[config.mk]
export PLATFORM = sky130hd
export DESIGN_NAME = bp_fe_realigner
export DESIGN_NICKNAME = d
export VERILOG_FILES = /design/src/rtl/bp_fe_realigner.sv
export SDC_FILE = /design/constraint.sdc
export NUM_CORES = 1
export LEC_CHECK = 0
export CORE_UTILIZATION = 20
export DETAILED_ROUTE_END_ITERATION = 10
export PLACE_DENSITY_LB_ADDON = 0.15
export SYNTH_ARGS = -nofsm -noshare
export SYNTH_HDL_FRONTEND = slang
export SYNTH_SLANG_ARGS = --single-unit
[constraint.sdc]
create_clock -name vclk -period 1.6
set_input_delay 0.4 -clock vclk [all_inputs]
set_output_delay 0.4 -clock vclk [all_outputs]
set_load 0.01 [all_outputs]
[src/rtl/bp_fe_realigner.sv]
// bp_fe_realigner
//   Turns 32-bit fetch blocks from the I$ into one RISC-V instruction per
//   cycle. It handles RVC instructions in either half, and 32-bit instructions
//   that straddle two blocks. Outputs are combinational, so IF2 sees the
//   instruction in its fetch cycle.
//
//   Compile-time option: BP_FE_REALIGNER_COMPRESSED_EN
//     defined   : full RVC realignment. One buffered half plus its PC.
//     undefined : no state. Each valid block is passed straight through, and
//                 a misaligned PC raises fetch_misaligned_o.
//
// Ports
//   clk_i, reset_i      clock, async active-high reset
//   redirect_v_i        flush; drops the buffered half and masks valid/yumi
//   if2_v_i/pc_i/data_i fetch block from the I$ (data read 4-byte aligned)
//   if2_yumi_o          fetch block consumed this cycle
//   fetch_ready_i       downstream can take an instruction; 0 freezes state
//   fetch_instr_o/v_o   realigned instruction (RVC zero-extended) and valid
//   fetch_pc_o          PC of fetch_instr_o
//   fetch_partial_o     straddle completed, or a 32-bit half left buffered
//   fetch_misaligned_o  misaligned PC while compressed support is disabled
module bp_fe_realigner #(
    parameter int vaddr_width_p = 39
) (
    input  logic                     clk_i,
    input  logic                     reset_i,
    input  logic                     redirect_v_i,
    input  logic                     if2_v_i,
    input  logic [vaddr_width_p-1:0] if2_pc_i,
    input  logic [31:0]              if2_data_i,
    output logic                     if2_yumi_o,
    input  logic                     fetch_ready_i,
    output logic [31:0]              fetch_instr_o,
    output logic                     fetch_instr_v_o,
    output logic [vaddr_width_p-1:0] fetch_pc_o,
    output logic                     fetch_partial_o,
    output logic                     fetch_misaligned_o
);

    logic                     w_v;
    logic                     w_yumi;
    logic                     w_part;
    logic                     w_misal;
    logic [31:0]              w_instr;
    logic [vaddr_width_p-1:0] w_pc;
    logic                     w_mis;

    assign w_mis = if2_pc_i[1];

`ifdef BP_FE_REALIGNER_COMPRESSED_EN
    typedef enum logic [1:0] {E_EMPTY, E_HALF, E_SECOND} state_e;

    state_e                   r_state, w_state_n;
    logic [15:0]              r_half, w_half_n;
    logic [vaddr_width_p-1:0] r_half_pc, w_half_pc_n;
    logic [15:0]              w_lo, w_hi;
    logic                     w_lo_c, w_hi_c;

    assign w_lo   = if2_data_i[15:0];
    assign w_hi   = if2_data_i[31:16];
    assign w_lo_c = (w_lo[1:0] != 2'b11);
    assign w_hi_c = (w_hi[1:0] != 2'b11);
    assign w_misal = 1'b0;

    always_comb begin
        w_v         = 1'b0;
        w_yumi      = 1'b0;
        w_part      = 1'b0;
        w_instr     = '0;
        w_pc        = '0;
        w_state_n   = r_state;
        w_half_n    = r_half;
        w_half_pc_n = r_half_pc;
        unique case (r_state)
            E_EMPTY: if (if2_v_i) begin
                w_yumi = 1'b1;
                if (!w_mis) begin
                    w_v  = 1'b1;
                    w_pc = if2_pc_i;
                    if (!w_lo_c) begin
                        w_instr = if2_data_i;
                    end else begin
                        // Buffer the upper half. Two RVCs force a stall
                        // cycle (E_SECOND); a 32-bit start waits for the
                        // next block (E_HALF).
                        w_instr     = {16'h0, w_lo};
                        w_half_n    = w_hi;
                        w_half_pc_n = if2_pc_i + vaddr_width_p'(2);
                        w_state_n   = w_hi_c ? E_SECOND : E_HALF;
                        w_part      = ~w_hi_c;
                    end
                end else if (w_hi_c) begin
                    w_v     = 1'b1;
                    w_instr = {16'h0, w_hi};
                    w_pc    = if2_pc_i;
                end else begin
                    w_part      = 1'b1;
                    w_half_n    = w_hi;
                    w_half_pc_n = if2_pc_i;
                    w_state_n   = E_HALF;
                end
            end
            E_HALF: if (if2_v_i) begin
                // Complete the straddle with lo. hi is then the new leftover:
                // a compressed hi still needs its own emit cycle.
                w_yumi      = 1'b1;
                w_v         = 1'b1;
                w_part      = 1'b1;
                w_instr     = {w_lo, r_half};
                w_pc        = r_half_pc;
                w_half_n    = w_hi;
                w_half_pc_n = r_half_pc + vaddr_width_p'(4);
                w_state_n   = w_hi_c ? E_SECOND : E_HALF;
            end
            E_SECOND: begin
                w_v       = 1'b1;
                w_instr   = {16'h0, r_half};
                w_pc      = r_half_pc;
                w_state_n = E_EMPTY;
            end
            default: w_state_n = E_EMPTY;
        endcase
        if (redirect_v_i) begin
            w_state_n = E_EMPTY;
            w_half_n  = '0;
        end
    end

    // A redirect flushes even while downstream is stalled.
    always_ff @(posedge clk_i or posedge reset_i) begin
        if (reset_i) begin
            r_state   <= E_EMPTY;
            r_half    <= '0;
            r_half_pc <= '0;
        end else if (redirect_v_i || fetch_ready_i) begin
            r_state   <= w_state_n;
            r_half    <= w_half_n;
            r_half_pc <= w_half_pc_n;
        end
    end
`else
    logic w_unused_clk;
    assign w_unused_clk = clk_i;

    always_comb begin
        w_v     = if2_v_i & ~w_mis;
        w_yumi  = if2_v_i;
        w_part  = 1'b0;
        w_misal = if2_v_i & w_mis;
        w_instr = if2_v_i ? if2_data_i : '0;
        w_pc    = if2_v_i ? if2_pc_i : '0;
    end
`endif

    // Outputs read 0 while reset is held, without waiting for a clock edge.
    assign fetch_instr_v_o    = w_v & ~reset_i & ~redirect_v_i;
    assign if2_yumi_o         = w_yumi & fetch_ready_i & ~reset_i & ~redirect_v_i;
    assign fetch_partial_o    = w_part & ~reset_i & ~redirect_v_i;
    assign fetch_misaligned_o = w_misal & ~reset_i;
    assign fetch_instr_o      = reset_i ? '0 : w_instr;
    assign fetch_pc_o         = reset_i ? '0 : w_pc;

endmodule

# ---- Yosys cells after proc, flatten, opt, wreduce, memory -nomap -nowiden
# Cells that the tools add are included.
# W data, S select, Z words.
dict set report classes {
  bitwise_logic 11
  muxes 4
}
# op n
set ops {}
lappend ops {{$mux W39} 2}
lappend ops {{$mux W32} 2}
lappend ops {{$and A1 B1 Y1} 8}
lappend ops {{$not A1 Y1} 3}
dict set report totals {
  output_inout_bits 75
  reg_bits 0
  in_bits 76
  word_cells 15
}

# ---- Longest topological paths before layout
# Gate-level depths: netlist of run 1.
dict set report depth {
  depth_word 4
  mapped_depth 4
  mapped_depth_nobuf 1
}

# ---- Worst setup path after synthesis of run 1
# OpenSTA, ideal clock, no wires.
dict set report synth_path {
  path_kind {input port to output port}
  startpoint {input port if2_v_i}
  endpoint {output port fetch_pc_o[1]}
  stages 4
  required_ns 1.200
  n_path_buf 3
  slack_ns 0.147
  arrival_ns 1.053
  path_cell_list {buf_2 buf_2 and3b_1 buf_4}
}
dict set report synth_via {
  elab_chain_len 2
}
# element line
set synth_lines {}
lappend synth_lines {{from (decl)} 28} ;# input logic if2_v_i,
lappend synth_lines {{$mux W39} 151} ;# w_pc = if2_v_i ? if2_pc_i : '0;
lappend synth_lines {{$mux W39} 161} ;# assign fetch_pc_o = reset_i ? '0 : w_pc;
lappend synth_lines {{to (decl)} 35} ;# output logic [vaddr_width_p-1:0] fetch_pc_o,
# No other way between the ends.

# ---- Final worst setup path of run 1
dict set report layout_path {
  startpoint {input port fetch_ready_i}
  endpoint {output port if2_yumi_o}
}
dict set report layout_via {
  elab_chain_len 3
}
# element line
set layout_lines {}
lappend layout_lines {{from (decl)} 32} ;# input logic fetch_ready_i,
lappend layout_lines {{$and A1 B1 Y1 (3 in series)} 157} ;# assign if2_yumi_o = w_yumi & fetch_ready_i & ~reset_i & ~redirect_v_i;
lappend layout_lines {{to (decl)} 31} ;# output logic if2_yumi_o,
# No other way between the ends.

==> results of run 1 <==
## synthesized netlist by cell type
cell	number	area, um2
and4bb_2	1	12.5
buf_2	14	70.1
buf_4	2	15.0
and3b_1	61	534
clkbuf_2	1	5.00
conb_1	1	3.75
and3b_2	10	100
nor4b_1	1	8.76
## critical path, stage by stage
cell	delay, ns
clkdlybuf4s50_1	0.45
and4bb_2	0.23
buf_6	0.10
## area by class of cell
type	instances	area [um2]	share of cell area
multi-input cells	74	666	0.337
well taps	46	57.6	0.0292
repair buffers	158	1250	0.633
## report_power, final
group	leakage [nW]	internal (W)	switching, W
Clock	0	0	0
Combinational	1.26	0.000290	0.000148
Sequential	0	0	0
## cell families after synthesis
| logic type | share of synthesized area |
|---|---|
| AND/OR/NAND/NOR | 0.875 |
| other | 0.00500 |
| buffers and inverters | 0.120 |
## path summary, 6_finish.rpt
path                 startpoint              end  slack, ns  depth (start not counted)
hold / removal     redirect_v_i  fetch_instr_v_o       1.21                          3
setup / recovery  fetch_ready_i       if2_yumi_o       0.02                          3
## through the flow
stage	power, W	area [um2]	utilization
after global routing	0.000469	1970	0.569
final	0.000438	1970	0.569
after floorplan	0.000155	749	-
after detailed placement	0.000487	2270	0.653
after CTS	0.000440	1970	0.567
after global placement	0.000480	2270	0.653
## routing by layer
layer	vias to the layer above	global-route usage	wire length, um
li1	612	-	-
met1	565	0.203	1530
met2	82	0.362	2040
met3	2	0.0272	367
met4	0	0.00852	19
met5	-	0	0
## what timing repair did
action | 4_1_cts | 5_1_grt
cloned | 3 | 0
endpoints found under the setup margin | 74 | 1
endpoints found under the hold margin | 0 | 0
pin swaps | 2 | 0
gates resized for setup | 319 | 1
==> results.md, run 1 <==
* Row count at 21
* Status: finished, final reports clean
* Leak at 1.26 nW
* Layout area overhead at 163%
* Min Tclk post-route at 1.58 ns
* WS Path Type: primary input to output port
* Vias in the first global route at 1226
* Hold Path Class: primary input to output port
* Fin crit share at 0.988
* Most frequent cells in the layout: buf_2 (74), clkdlybuf4s50_1 (71), and3b_1 (61)
* Mean Syn Cell Area at 8.24 um2
* Final Hold Viols at 0
* Boundary pin count at 151
* Pre-CTS setup slack at -0.783 ns
* Reg area at 0 um2
* Die area at 4000 um2
* Post-route insts no fill at 278
* Die height at 63.2 um
* Unrepaired setup endpoints after global routing: false
* Worst path required time at 1.20 ns
* Drt total wl at 3.96 mm
* Final Max Tran Viols at 0
* Post-route DRC at 0
* GPL Wtd Cong at 0.818
* GRT Overall Usage at 0.179
* Post-cts hold buffer count at 0
* Routed vias at 1261
* Syn nets at 167
* N_diodes at 0
* Detailed placer's ending HPWL at 3.10 mm
* First-pass GRT wire length at 5.91 mm
* Critical Path Source Type: primary input
* Post-Synthesis Cells at 91
* Max FO, Critical Path at 1
* Setup-failing EPs final at 0
* Critical path endpoint category: output port
* Seq/Total Area, Yosys at 0
* Share of cells above drive strength 1 at 0.418
* Synth warnings at 0
* Drt pass-1 iters at 4
* Commonest non-fill, non-tap cell in the layout: buf_2
* Initial Util at 0.216
* Largest net degree at the start of global routing at 38
* Core footprint at 3470 um2
* Fmax at 0.633 GHz
* Arrival @ worst endpoint at 1.18 ns
* PnR worst setup slack at 0.0192 ns
* 1st-iter DRT viols at 28
* Final ANT Viol Nets at 0
* Setup tns final at 0 ns
* Netlist cell types at 8
* Wire length per cell at 14.2 um
* Number of sequential cells at 0
* Max Cap Viol at 0
* PortBufs at 149
* IR drop worst, VDD at 0.0000872 V
* Die Wd at 63.2 um
* Fillers at 351
* Post-Place Cells at 275
* PD cells at 222 nW/um2
* Post-DR vias/cell at 4.54
* Min Hold Slack at 1.21 ns
* Initial antenna violation count at 0
* Area of the mapped netlist at 749 um2
* Post-CTS Setup Bufs at 0
* Final nets at 310
* Clkbuf count at 0
* Gr ovfl total at 0
Power figures use the tool's default switching activity.
==> run 2, diff against run 1 <==
CAP_MARGIN = 20   (was not set)
==> results of run 2 <==
Final layout, timing and power as in run 1 (identical DEF).
==> run 3, diff against run 2 <==
==> constraint.sdc (replaced) <==
create_clock -name vclk -period 1.6
set_input_delay 0.16 -clock vclk [all_inputs]
set_output_delay 0.16 -clock vclk [all_outputs]
set_load 0.01 [all_outputs]
==> run 3 against run 2 <==
Effect of this change: maximum frequency about the same; via count down 0.56%; flip-flop and latch count unchanged; clock-buffer cell count unchanged; setup slack worse by 0.00053 ns; first-iteration DRC count up 11%; non-clock buffer count down 1; cell area up 19%; core utilization up 11 points; die area unchanged.
==> results.md, run 3 (synthesis results as in run 1) <==
* Status: finished, final reports clean (unchanged)
* Fin crit share at 0.988 (about the same)
* Critical Path Source Type: primary input (unchanged)
* Die area at 4000 um2 (unchanged)
* Post-CTS Setup Bufs at 0 (unchanged)
* Largest net degree at the start of global routing at 38 (unchanged)
* Routed vias at 1254 (was 1261)
* Clkbuf count at 0 (unchanged)
* 1st-iter DRT viols at 31 (was 28)
* Row count at 21 (unchanged)
* N_diodes at 0 (unchanged)
* Post-DR vias/cell at 4.53 (was 4.54)
* WS Path Type: primary input to output port (unchanged)
* GPL Wtd Cong at 0.818 (unchanged)
* Final ANT Viol Nets at 0 (unchanged)
* Boundary pin count at 151 (unchanged)
* Critical path's slowest cell: clkdlybuf4s50_1 (unchanged)
* Critical path endpoint category: output port (unchanged)
* Final core utilization at 0.676 (was 0.569)
* Hold Path Class: primary input to output port (unchanged)
* Commonest non-fill, non-tap cell in the layout: clkdlybuf4s50_1 (was buf_2)
* Initial antenna violation count at 0 (unchanged)
* Pint at 0.000346 W (was 0.000290 W)
* Sw Pwr at 0.000147 W (was 0.000148 W)
* IR drop worst, VDD at 0.0000904 V (was 0.0000872 V)
* Leak at 1.39 nW (was 1.26 nW)
* Reg area at 0 um2 (unchanged)
* Arrival @ worst endpoint at 1.42 ns (was 1.18 ns)
* Core footprint at 3470 um2 (unchanged)
* Max FO, Critical Path at 19 (was 1)
* First-pass GRT wire length at 5.68 mm (was 5.91 mm)
* Post-route DRC at 0 (unchanged)
* Sequential power share at 0 (about the same)
* Crit-path cells: dlygate4sd2_1 -> buf_4 -> and3b_2 -> clkdlybuf4s50_1 (was clkdlybuf4s50_1 -> and4bb_2 -> buf_6)
* Number of sequential cells at 0 (unchanged)
* Sw frac at 0.299 (was 0.338)
* Die Wd at 63.2 um (unchanged)
* Unrepaired setup endpoints after global routing: true (was false)
* Final nets at 309 (was 310)
* GRT Overall Usage at 0.174 (was 0.179)
* PD cells at 211 nW/um2 (was 222 nW/um2)
* Worst path required time at 1.44 ns (was 1.20 ns)
* Fmax at 0.632 GHz (was 0.633 GHz)
* Clock Power Share at 0 (about the same)
* Placed Area at 2270 um2 (unchanged)
* Min Tclk post-route at 1.58 ns (about the same)
* Layout area overhead at 213% (was 163%)
* PortBufs at 149 (unchanged)
* Setup-failing EPs final at 0 (unchanged)
* Max Cap Viol at 0 (unchanged)
* Most frequent cells in the layout: clkdlybuf4s50_1 (129), and3b_1 (61), dlymetal6s2s_1 (16) (was buf_2 (74), clkdlybuf4s50_1 (71), and3b_1 (61))
* Post-cts hold buffer count at 0 (unchanged)
* Initial Util at 0.216 (unchanged)
* Power after layout at 0.000493 W (was 0.000438 W)
* Drt total wl at 3.95 mm (was 3.96 mm)
* Slowest stage delay, CP at 0.54 ns (was 0.45 ns)
* Share of cells above drive strength 1 at 0.0866 (was 0.418)
* Comb pwr share at 1.000 (about the same)
* Final Hold Viols at 0 (unchanged)
* Detailed placer's ending HPWL at 3.12 mm (was 3.10 mm)
* Gr ovfl total at 0 (unchanged)
* Final Cell Area at 2340 um2 (was 1970 um2)
* Die height at 63.2 um (unchanged)
* Drt pass-1 iters at 4 (unchanged)
* Wire length per cell at 14.3 um (was 14.2 um)
* Final Max Tran Viols at 0 (unchanged)
* Vias in the first global route at 1171 (was 1226)
[run 3: metrics by stage]
step	setup TNS [ns]	setup slack [ns]	hold slack, ns	cells
global route	-0.392	-0.0403	1.02	277
global placement	-14.25	-0.267	1.31	275
floorplan	0	0.627	0.371	91
finish	0	0.0187	0.968	277
CTS	0	0.000261	1.12	276
detailed placement	-15.73	-0.299	1.32	275
[run 3: critical path, delay by kind of cell]
family	cells	cell delay, ns
buffers and inverters	3	1.03
AND/OR/NAND/NOR	1	0.23
[run 3: power groups by stage]
| stage | sequential [W] | combinational, W | clock (W) |
|---|---|---|---|
| after CTS | 0 | 0.000493 | 0 |
| after global placement | 0 | 0.000480 | 0 |
| after detailed placement | 0 | 0.000487 | 0 |
| after floorplan | 0 | 0.000155 | 0 |
| final | 0 | 0.000493 | 0 |
| after global routing | 0 | 0.000525 | 0 |
[run 3: area by class of cell]
| class | instances | area (um2) |
|---|---|---|
| Fill cell | 285 | 1120 |
| Multi-Input combinational cell | 74 | 659 |
| Tap cell | 46 | 57.6 |
| Timing Repair Buffer | 157 | 1630 |
[run 3: path summary, 6_finish.rpt]
kind	startpoint	endpoint	slack, ns	depth (start not counted)
setup / recovery	reset_i	fetch_pc_o[38]	0.02	4
hold / removal	if2_v_i	fetch_pc_o[22]	0.97	4
[run 3: metal layers]
layer	wire length, um	track usage
met5	0	0
met4	19	0.0170
met3	339	0.0362
met2	2090	0.344
met1	1500	0.194
[run 3: what timing repair did]
action,4_1_cts,5_1_grt
endpoints found under the setup margin,74,45
cloned,1,1
resized for setup,8,18
